<file path="config.mk">
export PLATFORM = sky130hd
export DESIGN_NAME = dpram_port_arbiter
export DESIGN_NICKNAME = d
export VERILOG_FILES = /design/src/rtl/dpram_port_arbiter.sv
export SDC_FILE = /design/constraint.sdc
export NUM_CORES = 1
export LEC_CHECK = 0
export CAP_MARGIN = 15
export CORE_AREA = 5 5 153 155
export CTS_CLUSTER_SIZE = 8
export DETAILED_ROUTE_END_ITERATION = 8
export DIE_AREA = 0 0 158 160
export PLACE_DENSITY_LB_ADDON = 0.1
export SETUP_SLACK_MARGIN = 0.15
export SLEW_MARGIN = 20
export SYNTH_ARGS = -nofsm -noshare
export SYNTH_HDL_FRONTEND = slang
export SYNTH_SLANG_ARGS = --single-unit
export TNS_END_PERCENT = 10
</file>
<file path="constraint.sdc">
create_clock -name clk -period 6.3 [get_ports clk]
set_input_delay 1.26 -clock clk [delete_from_list [all_inputs] [get_ports clk]]
set_output_delay 1.26 -clock clk [all_outputs]
set_load 0.05 [all_outputs]
</file>
<file path="src/rtl/dpram_port_arbiter.sv">
// dpram_port_arbiter: round-robin write/read port arbitration for a dual-port RAM with registered RAM-side outputs
module dpram_port_arbiter #(
  parameter int NW = 2,
  parameter int NR = 2,
  parameter int AW = 12,
  parameter int DW = 64,
  parameter int RD_LAT = 1
) (
  input  logic             clk,
  input  logic             rst_n,
  input  logic [NW-1:0]    wreq,
  input  logic [NW*AW-1:0] waddr,
  input  logic [NW*DW-1:0] wdata,
  output logic [NW-1:0]    wgnt,
  input  logic [NR-1:0]    rreq,
  input  logic [NR*AW-1:0] raddr,
  output logic [NR-1:0]    rgnt,
  output logic [NR-1:0]    rvalid,
  output logic [DW-1:0]    rdata,
  output logic             wr,
  output logic [AW-1:0]    wr_add,
  output logic [DW-1:0]    in,
  output logic             rd,
  output logic [AW-1:0]    rd_add,
  input  logic [DW-1:0]    out
);
  logic [NW-1:0] wlast;
  logic [NR-1:0] rlast, rsel;
  logic [AW-1:0] wa, ra;
  logic [DW-1:0] wd;
  logic [NR-1:0] pipe [0:RD_LAT];
  logic hazard;
  // Pointers are one-hot last winners, so every rotated index is a constant after unrolling
  always_comb begin
    wgnt = '0;
    for (int k = 1; k <= NW; k++)
      for (int i = 0; i < NW; i++)
        if (wlast[i] && wreq[(i + k) % NW] && wgnt == '0) wgnt[(i + k) % NW] = 1'b1;
  end
  always_comb begin
    rsel = '0;
    for (int k = 1; k <= NR; k++)
      for (int i = 0; i < NR; i++)
        if (rlast[i] && rreq[(i + k) % NR] && rsel == '0) rsel[(i + k) % NR] = 1'b1;
  end
  always_comb begin
    wa = '0;
    wd = '0;
    for (int i = 0; i < NW; i++)
      if (wgnt[i]) begin
        wa = waddr[i*AW +: AW];
        wd = wdata[i*DW +: DW];
      end
  end
  always_comb begin
    ra = '0;
    for (int i = 0; i < NR; i++)
      if (rsel[i]) ra = raddr[i*AW +: AW];
  end
  // Write-first: a read colliding with this cycle's write waits one cycle to see the new data
  assign hazard = (|wgnt) && (|rsel) && (ra == wa);
  assign rgnt = hazard ? '0 : rsel;
  assign rvalid = pipe[RD_LAT];
  assign rdata = out;
  always_ff @(posedge clk or negedge rst_n) begin
    if (!rst_n) begin
      wr <= 1'b0;
      rd <= 1'b0;
      wr_add <= '0;
      rd_add <= '0;
      in <= '0;
      wlast <= NW'(1) << (NW - 1);
      rlast <= NR'(1) << (NR - 1);
      for (int i = 0; i <= RD_LAT; i++) pipe[i] <= '0;
    end else begin
      wr <= |wgnt;
      rd <= |rgnt;
      if (|wgnt) begin
        wr_add <= wa;
        in <= wd;
        wlast <= wgnt;
      end
      if (|rgnt) begin
        rd_add <= ra;
        rlast <= rgnt;
      end
      pipe[0] <= rgnt;
      for (int i = 1; i <= RD_LAT; i++) pipe[i] <= pipe[i-1];
    end
  end
endmodule

</file>
==> metrics.yaml <==
synth.most_common_cell: "dfrtp_1"
yosys.area.top_type_share_pct: 44.29
io_pins: 406
slew_violations: 0
nets: 982
fp.dieH_um: 160
htreeDepth: 3
ys_top_cells_by_count: "96 x dfrtp_1, 77 x nand2_1, 69 x mux2i_1"
cts_hold_buf: 0
grt_max_degree: 79
tightest_slew_ns: 0.6848
die_w_um: 158
synth_cells: 545
yosys_warnings: 0
ys.flop_type: "dfrtp_1"
clock.fmax_mhz: 183.1
reg2reg_setup_slack_ns: 3.05
wirelength_um: 18780
post-dp-hpwl_um: 14940
grt_use_total_pct: 14.23
antenna_found_initial: 0
leakagePower_nw: 3.500
grt_overflow_total: 0
hp-class: "flop to flop"
drc: 0
grt_first_pass_wirelength_um: 28190
reg2reg_from: "wlast[1]"
grt_pass1_vias: 4994
diodes: 0
syn_area_mm2: 0.005424
postCtsSetupRepairBufs: 0
cts_buffers: 9
crit_required_ns: 5.04
finalSetupViolCount: 0
synth.distinct_cells: 40
syn-num-nets: 791
firstDrtPassIters: 4
synth_edf_count: 0
fillers: 2186
p_total_mw: 1.355
multiInputGateArea_mm2: 0.002225
rr_worst_depth: 7
cts_tree: "built"
area_delta_synth_final_pct: 51.23
ir_worst_vdd_mv: 0.1349
critPathMaxFanout: 33
synthTopCellsByArea: "dfrtp_1 44%, mux2i_1 13%, buf_4 9.3%"
clk_pin_slew_ns: 0.07
cts_root_buffer: "clkbuf_16"
post_drt_wl_per_cell_um: 18.40
seqCellArea_mm2: 0.002455
cp-start-kind: "primary input"
async_flop_share_pct: 100.0
hold_ws_ns: 0.3508
skew_ns: 0.009086
clock-sinks: 98
io_buffers: 277
core_area_mm2: 0.02169
cp-end-kind: "output port"
clockBufferDepth: 2
first_iter_violations: 135
num_vias: 4624
ant_nets: 0
rsz0062_at_grt: "no"
setup_slack_ns: 0.8399
syn_area_per_cell_um2: 9.952
min_path_cells: 0
ys_ff_latch: 98
yosysTopAreaCell: "dfrtp_1"
power_density_mw_per_mm2: 165.2
drive_gt1_share_pct: 5.263
crit_start: "wreq[0]"
hold_violations: 0
slew_headroom_pct: 54.34
die_area_mm2: 0.02528
period_share_pct: 86.67
start_util_pct: 25.01
cap_viol_max_count: 0
worstSetupPathType: "primary input to output port"
period_needed_ns: 5.460
place_ws_ns: 0.8525
status: "completed"
yosysSeqAreaShare_pct: 45.26
gp_congestion: 0.9738
setup_tns_ns: 0
worstSkewPairLatency_ns: 0.35
cp.arrival_ns: 4.20
r2r-end: "rd_add[5]"
rows: 54
post_drt_via_cell_ratio: 4.529
cts_resized: 0
cp-endpoint: "rgnt[1]"
-- flip-flops by register name, summed over array words and instances (netlist names) --
register / count
wr: 1
wlast: 2
rd_add: 12
wr_add: 12
rd: 1
rlast: 2
rvalid: 2
pipe: 2
in: 64
-- worst max-delay path: stages --
cell and delay (ns):
clkdlybuf4s50_1 0.49, nor2b_1 0.52, o21a_4 0.55, a221oi_1 0.18, nor4_1 0.34, and4_1 0.33, and3_1 0.24, nor2b_1 0.09
buf_4 0.19
-- power by group --
part | switching, mW | total, mW | internal, mW
clock | 0.259 | 0.573 | 0.314
combinational | 0.0463 | 0.153 | 0.107
sequential | 0 | 0.629 | 0.629
total | 0.305 | 1.36 | 1.05
-- cells in the final DEF (no fill, tap or decap), types with 2 or more instances in the layout --
cell,synthesis,final
dfstp_2,2,2
nand3_1,12,12
nor4_1,3,3
and3_1,14,14
nor2b_1,5,5
mux2i_1,69,69
o211ai_1,12,12
mux2_2,3,3
clkinvlp_4,0,2
mux2_4,3,3
a22oi_1,5,5
a22o_1,6,6
o21a_4,1,2
a21oi_1,6,6
xnor2_1,5,5
a21o_1,8,8
clkdlybuf4s50_1,0,274
nand2_1,77,77
clkbuf_16,0,9
or2_1,2,2
and2_1,7,7
o21ai_0,65,65
buf_4,67,9
dfrtp_1,96,96
inv_6,0,2
a41oi_1,2,2
inv_1,16,16
a221oi_1,12,12
-- per-layer routing --
metal	up-vias	GRT usage (%)	part of all wire (%)
li1	2212	-	-
met4	0	4.071	2.1
met1	2157	16.71	39
met2	207	24.63	49
met3	48	4.736	9.5
met5	-	0	0
-- metrics by stage --
step                      cells  instance area [um^2]  util [%]
after floorplan             545                  5424         -
after global placement     1005                  7900     36.43
after detailed placement   1005                  7900     36.43
after CTS                  1021                  8203     37.82
after global routing       1021                  8203     37.82
final                      1021                  8203     37.82
-- worst min-delay path by stage --
| stage | start | to | slack (ns) |
|---|---|---|---|
| global route | pipe[2] | rvalid[0] | 0.36 |
| global placement | pipe[2] | rvalid[0] | 0.34 |
| CTS | pipe[2] | rvalid[0] | 0.35 |
| floorplan | pipe[2] | rvalid[0] | 0.33 |
| detailed placement | pipe[2] | rvalid[0] | 0.34 |
| finish | pipe[2] | rvalid[0] | 0.35 |
-- final cells by class --
cell class	count	share of cell area, %
Sequential cell	98	29.93
Inverter	16	0.7322
Clock buffer	10	2.791
Multi-Input combinational cell	328	27.12
Tap cell	280	4.271
Clock inverter	6	0.8999
Timing Repair Buffer	283	34.26
-- kinds of logic (layout without fill, tap and decap cells) --
kind of cell	Yosys count	after routing	synth area share (%)
DFF	98	98	45.26
AOI/OAI and AO/OA	124	124	14.76
muxes	75	75	14.19
and+or+nand+nor	123	123	10.75
xor gates and xnor gates	6	6	0.9689
buffers and inverters	119	315	14.07
Note: power is estimated with default switching activity, not from simulation.
